--- src/rtl/mul_pkg.sv ---
`default_nettype none
// +----------------------------------------------------------------------+
// | mul_pkg                                                              |
// | Shared types and constants for the repeated-addition multiplier.     |
// | Revision: 1.0                                                        |
// +----------------------------------------------------------------------+
package mul_pkg;

  // Datapath operand / product width
  localparam int MUL_DW = 16;

  // Default iteration counter width: holds 2^16-1 additions without saturating
  localparam int MUL_CW = 17;

  // Controller state encoding
  typedef enum logic [2:0] {
    ST_IDLE   = 3'd0,
    ST_LOAD_A = 3'd1,
    ST_LOAD_B = 3'd2,
    ST_ADD    = 3'd3,
    ST_DONE   = 3'd4
  } state_e;

endpackage
`default_nettype wire

--- src/rtl/mul_controller_sat_cntr.sv ---
`default_nettype none
// +----------------------------------------------------------------------+
// | sat_cntr                                                             |
// | Saturating up-counter with synchronous clear and count enable.       |
// | Revision: 1.0                                                        |
// +----------------------------------------------------------------------+
module sat_cntr #(
  parameter int W = 17
) (
  input  logic         clk,
  input  logic         rst,
  input  logic         clr,
  input  logic         en,
  output logic [W-1:0] cnt
);

  logic [W-1:0] cnt_q;

  // Clear wins over enable; the count sticks at all-ones instead of wrapping
  always_ff @(posedge clk) begin
    if (rst || clr) begin
      cnt_q <= '0;
    end else if (en && (cnt_q != {W{1'b1}})) begin
      cnt_q <= cnt_q + 1'b1;
    end
  end

  assign cnt = cnt_q;

endmodule
`default_nettype wire

--- src/rtl/mul_controller.sv ---
`default_nettype none
// +----------------------------------------------------------------------+
// | mul_controller                                                       |
// | Control FSM for the repeated-addition multiplier: operand loading    |
// | with valid/ready, add/decrement loop until eqz, done pulse, abort.   |
// | Revision: 1.0                                                        |
// +----------------------------------------------------------------------+
module mul_controller
  import mul_pkg::*;
#(
  parameter int CW = MUL_CW
) (
  input  logic          clk,
  input  logic          rst,
  input  logic          start,
  input  logic          abort,
  input  logic          in_valid,
  output logic          in_ready,
  input  logic          eqz,
  output logic          LdA,
  output logic          LdB,
  output logic          LdP,
  output logic          clrP,
  output logic          decB,
  output logic          busy,
  output logic          done,
  output logic          res_valid,
  output logic [CW-1:0] iter_cnt
);

  state_e state_q, state_d;
  logic   res_valid_q;
  logic   start_acc;
  logic   cnt_en;

  // Next-state and datapath control decode; controls act on the same edge
  // that advances the FSM, so they are purely combinational here
  always_comb begin
    state_d   = state_q;
    in_ready  = 1'b0;
    LdA       = 1'b0;
    LdB       = 1'b0;
    LdP       = 1'b0;
    clrP      = 1'b0;
    decB      = 1'b0;
    start_acc = 1'b0;
    cnt_en    = 1'b0;
    unique case (state_q)
      ST_IDLE: begin
        if (start) begin
          start_acc = 1'b1;
          state_d   = ST_LOAD_A;
        end
      end
      ST_LOAD_A: begin
        in_ready = 1'b1;
        if (abort) begin
          state_d = ST_IDLE;
        end else if (in_valid) begin
          LdA     = 1'b1;
          state_d = ST_LOAD_B;
        end
      end
      ST_LOAD_B: begin
        in_ready = 1'b1;
        if (abort) begin
          state_d = ST_IDLE;
        end else if (in_valid) begin
          // B load and P clear share the handshake cycle
          LdB     = 1'b1;
          clrP    = 1'b1;
          state_d = ST_ADD;
        end
      end
      ST_ADD: begin
        if (abort) begin
          state_d = ST_IDLE;
        end else if (eqz) begin
          state_d = ST_DONE;
        end else begin
          LdP    = 1'b1;
          decB   = 1'b1;
          cnt_en = 1'b1;
        end
      end
      ST_DONE: begin
        state_d = ST_IDLE;
      end
      default: begin
        state_d = ST_IDLE;
      end
    endcase
  end

  // State register
  always_ff @(posedge clk) begin
    if (rst) begin
      state_q <= ST_IDLE;
    end else begin
      state_q <= state_d;
    end
  end

  // Result-valid flag: set on entry to DONE (visible alongside done), cleared by a new start
  always_ff @(posedge clk) begin
    if (rst) begin
      res_valid_q <= 1'b0;
    end else if (start_acc) begin
      res_valid_q <= 1'b0;
    end else if (state_d == ST_DONE) begin
      res_valid_q <= 1'b1;
    end
  end

  sat_cntr #(
    .W (CW)
  ) u_iter_cntr (
    .clk (clk),
    .rst (rst),
    .clr (start_acc),
    .en  (cnt_en),
    .cnt (iter_cnt)
  );

  assign busy      = (state_q != ST_IDLE);
  assign done      = (state_q == ST_DONE);
  assign res_valid = res_valid_q;

endmodule
`default_nettype wire

--- config.mk ---
export PLATFORM = sky130hd
export DESIGN_NAME = mul_controller
export DESIGN_NICKNAME = d
export VERILOG_FILES = /design/src/rtl/mul_pkg.sv /design/src/rtl/mul_controller_sat_cntr.sv /design/src/rtl/mul_controller.sv
export SDC_FILE = /design/constraint.sdc
export NUM_CORES = 1
export LEC_CHECK = 0
export ABC_AREA = 1
export CAP_MARGIN = 0
export CORE_ASPECT_RATIO = 1.25
export CORE_UTILIZATION = 47
export DETAILED_ROUTE_END_ITERATION = 10
export GPL_TIMING_DRIVEN = 0
export PLACE_DENSITY = 0.75
export SYNTH_ARGS = -nofsm -noshare
export SYNTH_HDL_FRONTEND = slang
export SYNTH_SLANG_ARGS = --single-unit
--- constraint.sdc ---
create_clock -name clk -period 2.25 [get_ports clk]
set_input_delay 0.5625 -clock clk [delete_from_list [all_inputs] [get_ports clk]]
set_output_delay 0.5625 -clock clk [all_outputs]
set_load 0.05 [all_outputs]
==> run_results.csv, run 1 <==
group,metric,value,unit
outcome,status,"complete, no violations",
critical_path,cpPeakStageDelay,490,ps
final_layout,drive_gt1_share,15.3,%
logic_synthesis,ys_top_cells_by_count,"nand2_1 (41), nor2_1 (25), inv_1 (24), dfxtp_1 (21), a21oi_1 (11)",
clock_network,htreeDepth,1,
logic_synthesis,syn_area,1150,µm²
logic_synthesis,synth_flop_cell,"dfxtp_1",
timing,tns,0,ps
timing,setup_viol,0,
clock_network,clk_pin_slew,120,ps
final_layout,fin_nets,211,
clock_network,clkSinkCount,21,
logic_synthesis,yosysMostFrequentCell,"nand2_1",
floorplan,fp.dieW,46.3,µm
logic_synthesis,synth-edff-count,0,
logic_synthesis,syn_inst,167,
clock_network,cts_tree,"done",
detailed_routing,ant_nets,0,
clock_network,cts-root-buf,"clkbuf_4",
logic_synthesis,synth_cell_types,27,
logic_synthesis,seq_area_frac_synth,36.5,%
placement,routabilityCongestion,0.783,
clock_network,cts-buffers-inserted,3,
grt,grt_pass1_vias,1046,
critical_path,critPathSlowestCell,"clkdlybuf4s50_1",
timing,hold-worst-slack,457,ps
grt,antenna_found_initial,0,
run,drv_cap,0,
logic_synthesis,avgSynthCellArea,6.90,µm²
timing,worst_clock_skew,4.92,ps
timing,min_period_over_period,97.2,%
timing,finalHoldViolCount,0,
power_and_ir_drop,vdd_drop_max,0.000275,V
clock_network,clk_latency,310,ps
critical_path,endpoint_kind,"output pin",
grt,grt_use_total,22.1,%
critical_path,worstPathRequired,1690,ps
grt,grt_start_max_net_pins,13,
detailed_routing,wl_per_cell,11.3,µm
power_and_ir_drop,power_density,402,nW/µm²
detailed_routing,drc,0,
critical_path,critPathMostFrequentCell,"nor2_1",
placement,dp_hpwl,1.95,mm
timing,period_needed,2190,ps
final_layout,diodes,0,
detailed_routing,drt_iter0_drc,19,
logic_synthesis,yosys-top-cells-area,"dfxtp_1 (36%), nand2_1 (13%), nor2_1 (8.1%)",
hold_path,hold_class,"register to register",
floorplan,core-area,2260,µm²
logic_synthesis,syn_nets,175,
critical_path,crit_fanout,2,
placement,port_buffers,31,
grt,grt_pass1_wl,4.35,mm
clock_network,cts_setup_buffers,0,
timing,layout_setup_ws,62.5,ps
clock_network,hold_buffers,0,
floorplan,start_util,51.0,%
logic_synthesis,ys.warnings.count,0,
timing,timing.fmax,457,MHz
logic_synthesis,async_reset_ff_share,0,%
critical_path,startpoint_type,"input port",
power_and_ir_drop,p_leak,0.000655,µW
timing,rsz0062_at_grt,"no",
critical_path,crit_chain,"clkdlybuf4s50_1 > nor2_1 > nor2_1 > nand2_1 > inv_1 > clkbuf_4",
critical_path,critPathBufInv,3,
detailed_routing,routed_wl,2.64,mm
detailed_routing,firstDrtPassIters,4,
logic_synthesis,yosys.area.top_type,"dfxtp_1",
floorplan,io_pins,32,
detailed_routing,viasPerCell,4.95,
detailed_routing,vias,1153,
floorplan,die_height,57.4,µm
grt,overflow,0,
critical_path,timing_worst_setup_path_type,"input port to output pin",
critical_path,r2r_slack,270,ps
logic_synthesis,synth_top_area_share,36.5,%
logic_synthesis,synth_seq_cells,21,
timing,relSlewSlack,66.4,%
critical_path,path_delay_family,"buffers and inverters",
floorplan,dieArea,2660,µm²
clock_network,cts_max_path_buffers,2,
placement,place_ws,-689,ps
timing,slew_viol_final,0,
critical_path,arrival,1620,ps
timing,worst_pin_slew,502,ps
final_layout,area_growth_syn_to_layout,34.5,%
power_and_ir_drop,total_power,624,µW
floorplan,core.rowCount,19,
## flip-flops by register name, summed over array words and instances (netlist names)
| name | cells |
|---|---|
| u_iter_cntr.cnt | 17 |
| state_q | 3 |
| res_valid | 1 |
## per-stage QoR
stage	instances	util, %	instance area, µm²
2_1_floorplan	167	-	1150
3_3_place_gp	229	66.6	1500
3_5_place_dp	229	66.6	1500
4_1_cts	233	67.1	1520
5_1_grt	233	68.6	1550
6_report	233	68.6	1550
## worst paths after layout
| path | from | to | cells past startpoint |
|---|---|---|---|
| worst min register to register | res_valid | res_valid | 2 |
| worst max-delay path | in_valid | LdA | 6 |
| worst min-delay path | res_valid | res_valid | 2 |
| worst max register to register | u_iter_cntr.cnt[0] | u_iter_cntr.cnt[5] | 11 |
## per-layer routing
metal / track usage [%] / up-vias / routed length (µm)
li1: - / 599 / -
met1: 26.0 / 513 / 1110
met2: 39.8 / 36 / 1370
met3: 2.85 / 5 / 112
met4: 6.30 / 0 / 35
met5: 0 / - / 0
## tightest hold or removal path, delay by kind of cell (launching register included)
kind / cells / cell delay, ps
flip-flops: 1 / 330
buffers and inverters: 1 / 50
AO/OA/AOI/OAI: 1 / 50
## kinds of logic after synthesis
| logic type | Yosys count | share of synthesized area, % |
|---|---|---|
| XOR/XNOR | 4 | 3.04 |
| buffers and inverters | 28 | 10.4 |
| adder cells (fa/ha/maj) | 2 | 2.17 |
| AND/OR/NAND/NOR | 95 | 39.6 |
| flip-flops | 21 | 36.5 |
| AO/OA/AOI/OAI | 17 | 8.25 |
## area by class of cell
type	instances	area, µm²
Fill cell	211	708
Multi-Input combinational cell	118	638
Sequential cell	21	424
Timing Repair Buffer	31	300
Inverter	25	95.1
Tap cell	31	38.8
Buffer	3	26.3
Clock buffer	3	22.5
Clock inverter	1	5.00
## power by group
group / internal [µW] / switching [µW]
clock network: 66.4 / 116
logic: 23.9 / 41.4
registers: 373 / 2.75
## cell usage in the layout, fill, tap and decap left out, types with 3 or more instances in the layout
cell,count
nand2_1,40
inv_1,24
nor2_1,24
clkdlybuf4s50_1,22
dfxtp_1,18
a21oi_1,11
nand3_1,8
nand4_1,5
buf_4,4
clkbuf_4,4
nor3_1,3
nand2_2,3
nor2_4,3
xnor2_1,3
dfxtp_2,3
## timing repair
action	4_1_cts	5_1_grt
endpoints found under the setup margin	9	10
gates resized for setup	35	11
pin swaps	0	1
hold endpoints to repair	0	0
Note: power is estimated with default switching activity, not from simulation.
==> run 2: changes to the inputs <==
--- a/config.mk
+++ b/config.mk
@@ -12,6 +12,8 @@
 export DETAILED_ROUTE_END_ITERATION = 10
 export GPL_TIMING_DRIVEN = 0
 export PLACE_DENSITY = 0.75
+export REMOVE_ABC_BUFFERS = 1
+export SLEW_MARGIN = 25
 export SYNTH_ARGS = -nofsm -noshare
 export SYNTH_HDL_FRONTEND = slang
 export SYNTH_SLANG_ARGS = --single-unit
==> run 2 against run 1 <==
Hold slack better by 3.7 ps. Clock skew rose by 1.1 ps. Routed wire length increased by 0.42%. Die area stayed put. Largest cell class unchanged. Highest routed layer unchanged.
==> run_results.csv, run 2 (synthesis gave the netlist of run 1 again) <==
group,metric,value,unit
floorplan,start_util,51.0,%
clock_network,cts_max_path_buffers,2,
floorplan,core.rowCount,19,
floorplan,die_height,57.4,µm
clock_network,clkSinkCount,21,
final_layout,register_area,422,µm²
timing,min_period_over_period,96.9,%
grt,overflow,0,
hold_path,hold_start,"res_valid",
critical_path,critPathBufInv,3,
placement,dp.cells,226,
final_layout,finalInstanceArea,1510,µm²
final_layout,diodes,0,
critical_path,worstPathRequired,1690,ps
clock_network,cts-buffers-inserted,3,
critical_path,crit_fanout,2,
detailed_routing,wl_per_cell,11.5,µm
detailed_routing,ant_nets,0,
hold_path,worstHoldPathCells,2,
critical_path,endpoint_kind,"output pin",
final_layout,final_common_cell,"nand2_1",
placement,routabilityCongestion,0.805,
clock_network,cts_setup_buffers,0,
floorplan,io_pins,32,
floorplan,core-area,2260,µm²
floorplan,dieArea,2660,µm²
timing,timing.fmax,459,MHz
final_layout,fin_nets,208,
placement,dp_hpwl,1.99,mm
placement,port_buffers,31,
grt,use_met1,22.5,%
detailed_routing,drc,0,
final_layout,utilization,66.6,%
final_layout,mostFrequentLayoutCells,"nand2_1 (41), inv_1 (24), nor2_1 (24)",
grt,grt_pass1_vias,1028,
detailed_routing,vias,1176,
timing,period_needed,2180,ps
final_layout,layout.cells.non_filler,230,
clock_network,clk_latency,300,ps
timing,slew_viol_final,0,
grt,antenna_found_initial,0,
critical_path,cpPeakStageDelay,480,ps
timing,hold-worst-slack,460,ps
clock_network,clk_pin_slew,120,ps
power_and_ir_drop,p_leak,0.000622,µW
run,drv_cap,0,
timing,rsz0062_at_grt,"no",
critical_path,arrival,1620,ps
detailed_routing,routed_wl,2.65,mm
critical_path,startpoint_type,"input port",
grt,grt-busiest-layer,"met2",
critical_path,crit_start,"in_valid",
grt,grt_use_total,20.5,%
grt,grt_pass1_wl,4.06,mm
critical_path,path_delay_family,"buffers and inverters",
final_layout,area_growth_syn_to_layout,30.6,%
power_and_ir_drop,power_density,411,nW/µm²
detailed_routing,viasPerCell,5.11,
grt,use_met2,38.4,%
placement,place_area,1480,µm²
critical_path,cp.depth,6,
final_layout,n_fill_cell,210,
power_and_ir_drop,vdd_drop_max,0.000353,V
clock_network,htreeDepth,1,
detailed_routing,firstDrtPassIters,4,
final_layout,drive_gt1_share,12.1,%
timing,worst_pin_slew,505,ps
hold_path,hold_class,"register to register",
clock_network,cts_tree,"done",
timing,finalHoldViolCount,0,
critical_path,critPathMostFrequentCell,"nor2_1",
critical_path,reg2reg_from,"u_iter_cntr.cnt[8]",
critical_path,crit_chain,"clkdlybuf4s50_1 > nor2_1 > nor2_1 > nand2_1 > inv_1 > clkbuf_4",
grt,grt_start_max_net_pins,12,
timing,relSlewSlack,66.2,%
final_layout,multi_input_area,631,µm²
floorplan,fp.dieW,46.3,µm
critical_path,critPathSlowestCell,"clkdlybuf4s50_1",
clock_network,cts-root-buf,"clkbuf_4",
detailed_routing,drt_iter0_drc,22,
critical_path,rr_worst_depth,11,
outcome,status,"complete, no violations",
timing,worst_clock_skew,5.99,ps
grt,grt_util_met3,2.53,%
critical_path,timing_worst_setup_path_type,"input port to output pin",
final_layout,largest_reg_flops,17,
timing,setup_viol,0,
[run 2: final cells by class]
cell class	count	area share, %
repair buffers	31	19.4
well taps	31	2.58
clock buffers	4	1.75
inverters	25	6.40
flip-flops and latches	21	28.0
multi-input cells	118	41.9
[run 2: path summary, 6_finish.rpt]
check                           slack [ps]                  to
worst max-delay path                    70                 LdA
worst min-delay path                   460           res_valid
worst max register to register         350  u_iter_cntr.cnt[5]
worst min register to register         460           res_valid
[run 2: worst min-delay path, cell delays in order, from the launching register on]
cell	delay [ps]
dfxtp_1	330
inv_1	50
a21oi_1	50
[run 2: power breakdown]
group          switching (µW)  leakage, µW  internal, µW
clock network             113    0.0000150          69.1
registers                2.73     0.000170           373
logic                    40.3     0.000437          21.0
[run 2: repair_timing]
action / in CTS / in global routing
resized for setup: 31 / 9
endpoints found under the hold margin: 0 / 0
hold buffers: 0 / 0
pin swaps: 0 / 0
setup endpoints to repair: 12 / 20
[run 2: per-stage QoR]
step,setup TNS [ps],power (µW),worst slack (ps)
floorplan,-163,421,-56.4
global placement,-2400,445,-556
detailed placement,-2540,447,-568
CTS,0,626,15.0
global route,0,644,20.6
finish,0,619,69.7
[run 2: layer usage]
layer  vias up  part of all wire [%]
met2        27                    54
met4         0                   1.4
li1        598                     -
met1       547                    41
met3         4                   4.3
met5         -                     0
==> run 3: changes to the inputs <==
--- a/config.mk
+++ b/config.mk
@@ -5,13 +5,12 @@
 export SDC_FILE = /design/constraint.sdc
 export NUM_CORES = 1
 export LEC_CHECK = 0
-export ABC_AREA = 1
 export CAP_MARGIN = 0
 export CORE_ASPECT_RATIO = 1.25
-export CORE_UTILIZATION = 47
+export CORE_UTILIZATION = 46
 export DETAILED_ROUTE_END_ITERATION = 10
 export GPL_TIMING_DRIVEN = 0
-export PLACE_DENSITY = 0.75
+export PLACE_DENSITY = 0.74
 export REMOVE_ABC_BUFFERS = 1
 export SLEW_MARGIN = 25
 export SYNTH_ARGS = -nofsm -noshare
==> run 3 against run 2 <==
Fmax decreased by 2.9%. Sequential share of layout area decreased by 0.12 points. Hold slack improved by 42 ps. Setup slack got worse by 65 ps. Global-route usage increased by 0.33 points. Clock power decreased by 3%. Critical endpoint is now LdP. Largest cell class unchanged. Largest power group unchanged.
==> run_results.csv, run 3 <==
group,metric,value,unit
critical_path,critPathBufInv,2,
timing,rsz0062_at_grt,"yes",
final_layout,mostFrequentLayoutCells,"clkdlybuf4s50_1 (23), nor2_1 (12), buf_4 (12), dfxtp_1 (12), a21oi_1 (9)",
clock_network,clk_latency,290,ps
critical_path,cp.depth,4,
placement,dp_hpwl,1.79,mm
timing,worst_pin_slew,698,ps
logic_synthesis,ys.warnings.count,0,
timing,tns,0,ps
power_and_ir_drop,total_power,615,µW
timing,setup_viol,0,
floorplan,dieArea,2590,µm²
critical_path,path_delay_family,"buffers and inverters",
critical_path,rr_worst_depth,9,
critical_path,crit_fanout,5,
detailed_routing,ant_nets,0,
critical_path,worstPathRequired,1690,ps
timing,min_period_over_period,99.8,%
final_layout,drive_gt1_share,30.1,%
clock_network,hold_buffers,0,
outcome,status,"complete, no violations",
logic_synthesis,async_reset_ff_share,0,%
grt,grt_use_total,20.8,%
timing,finalHoldViolCount,0,
detailed_routing,firstDrtPassIters,4,
floorplan,io_pins,32,
critical_path,cpPeakStageDelay,480,ps
critical_path,arrival,1680,ps
logic_synthesis,synth_top_area_share,38.3,%
final_layout,diodes,0,
logic_synthesis,avgSynthCellArea,8.52,µm²
clock_network,cts_tree,"done",
clock_network,cts-root-buf,"clkbuf_4",
logic_synthesis,synth_seq_cells,21,
critical_path,timing_worst_setup_path_type,"input port to output pin",
floorplan,core.rowCount,19,
logic_synthesis,syn_area,1100,µm²
final_layout,utilization,70.0,%
critical_path,critPathSlowestCell,"clkdlybuf4s50_1",
grt,antenna_found_initial,0,
detailed_routing,drt_iter0_drc,33,
placement,routabilityCongestion,0.777,
timing,layout_setup_ws,4.98,ps
placement,port_buffers,31,
grt,grt_start_max_net_pins,19,
clock_network,clkSinkCount,21,
logic_synthesis,ys_top_cells_by_count,"dfxtp_1 (21), nor2_1 (14), a21oi_1 (12), nand2_1 (10)",
floorplan,die_height,56.6,µm
detailed_routing,vias,1092,
grt,grt_pass1_wl,4.14,mm
timing,hold-worst-slack,502,ps
critical_path,crit_chain,"clkdlybuf4s50_1 > nand4bb_4 > nor2_2 > buf_6",
run,drv_cap,0,
clock_network,htreeDepth,1,
clock_network,cts-buffers-inserted,3,
clock_network,clk_pin_slew,110,ps
detailed_routing,viasPerCell,5.54,
floorplan,start_util,49.2,%
logic_synthesis,yosys-top-cells-area,"dfxtp_1 (38%), a21oi_1 (5.5%), nor2_1 (4.8%)",
final_layout,area_growth_syn_to_layout,42.5,%
logic_synthesis,synth-edff-count,0,
hold_path,worstHoldPathCells,2,
final_layout,largest_reg_flops,17,
critical_path,startpoint_type,"input port",
grt,overflow,0,
detailed_routing,wl_per_cell,13.5,µm
final_layout,fin_nets,175,
power_and_ir_drop,vdd_drop_max,0.000282,V
logic_synthesis,yosysMostFrequentCell,"dfxtp_1",
detailed_routing,drc,0,
placement,place_ws,-630,ps
power_and_ir_drop,p_leak,0.000541,µW
floorplan,core-area,2230,µm²
logic_synthesis,syn_inst,129,
clock_network,cts_max_path_buffers,2,
timing,timing.fmax,445,MHz
power_and_ir_drop,power_density,393,nW/µm²
logic_synthesis,synth_flop_cell,"dfxtp_1",
detailed_routing,routed_wl,2.67,mm
logic_synthesis,synth_cell_types,36,
logic_synthesis,yosys.area.top_type,"dfxtp_1",
floorplan,fp.dieW,45.7,µm
logic_synthesis,seq_area_frac_synth,38.3,%
final_layout,final_common_cell,"clkdlybuf4s50_1",
hold_path,hold_class,"register to register",
grt,grt_pass1_vias,949,
final_layout,n_fill_cell,201,
timing,slew_viol_final,0,
critical_path,endpoint_kind,"output pin",
timing,period_needed,2250,ps
timing,worst_clock_skew,1.17,ps
timing,relSlewSlack,53.5,%
run 3: changes by cell type in the layout (fill, tap and decap cells not counted), moves of 6 or more:
cell     previous run  this run
buf_4               2        12
dfxtp_1            20        12
dfxtp_2             1         7
inv_1              24         1
nand2_1            41         8
nor2_1             24        12
run 3: cell families (layout without fill, tap and decap cells):
| family | after synthesis | count (layout) | share of synthesized area [%] |
|---|---|---|---|
| simple gates | 65 | 65 | 35.0 |
| xor+xnor | 7 | 7 | 5.58 |
| mux | 1 | 1 | 0.911 |
| buf+inv | 10 | 47 | 6.04 |
| fa+ha+maj | 2 | 2 | 2.28 |
| flops | 21 | 21 | 38.3 |
| compound gates | 23 | 23 | 12.0 |
run 3: tightest hold or removal path, stage by stage (launching register included):
cell and delay [ps]:
dfxtp_1 340, nand2_1 60, a21oi_1 60
run 3: per-layer routing:
layer / routed length, µm / share of wire, % / GRT usage [%] / up-vias
met1: 1180 / 44 / 27.6 / 528
li1: - / - / - / 544
met3: 64 / 2.4 / 3.22 / 2
met5: 0 / 0 / 0 / -
met4: 17 / 0.64 / 5.46 / 0
met2: 1410 / 53 / 34.3 / 18
run 3: power breakdown:
group | leakage (µW) | switching, µW | total [µW] | internal (µW)
Clock | 0.0000150 | 108 | 177 | 68.8
Combinational | 0.000352 | 39.2 | 61.9 | 22.6
Sequential | 0.000174 | 5.70 | 377 | 371
Total | 0.000541 | 153 | 615 | 463
run 3: final cells by class:
cell class | instances | area (µm²) | share of cell area (%)
timing repair buffer | 42 | 375 | 24.0
sequential | 21 | 437 | 27.9
inverter | 1 | 3.75 | 0.240
clock buffer | 4 | 26.3 | 1.68
tap | 31 | 38.8 | 2.48
multi-input combinational | 98 | 684 | 43.7
run 3: final timing paths:
path	from	end	slack (ps)
min reg2reg	u_iter_cntr.cnt[16]	u_iter_cntr.cnt[16]	500
min	u_iter_cntr.cnt[16]	u_iter_cntr.cnt[16]	500
max	abort	LdP	5
max reg2reg	u_iter_cntr.cnt[0]	u_iter_cntr.cnt[15]	30
run 3: through the flow:
step | instance area (µm²) | std cells
after floorplan | 1040 | 120
final | 1570 | 197
after detailed placement | 1390 | 182
after CTS | 1450 | 190
after global routing | 1570 | 197
after global placement | 1390 | 182
run 3: what timing repair did:
item                       4_1_cts  5_1_grt
gates cloned                     0        0
buffers inserted                 4        7
setup endpoints to repair       18       12
pin swaps                        3        1
resized for setup               44       30
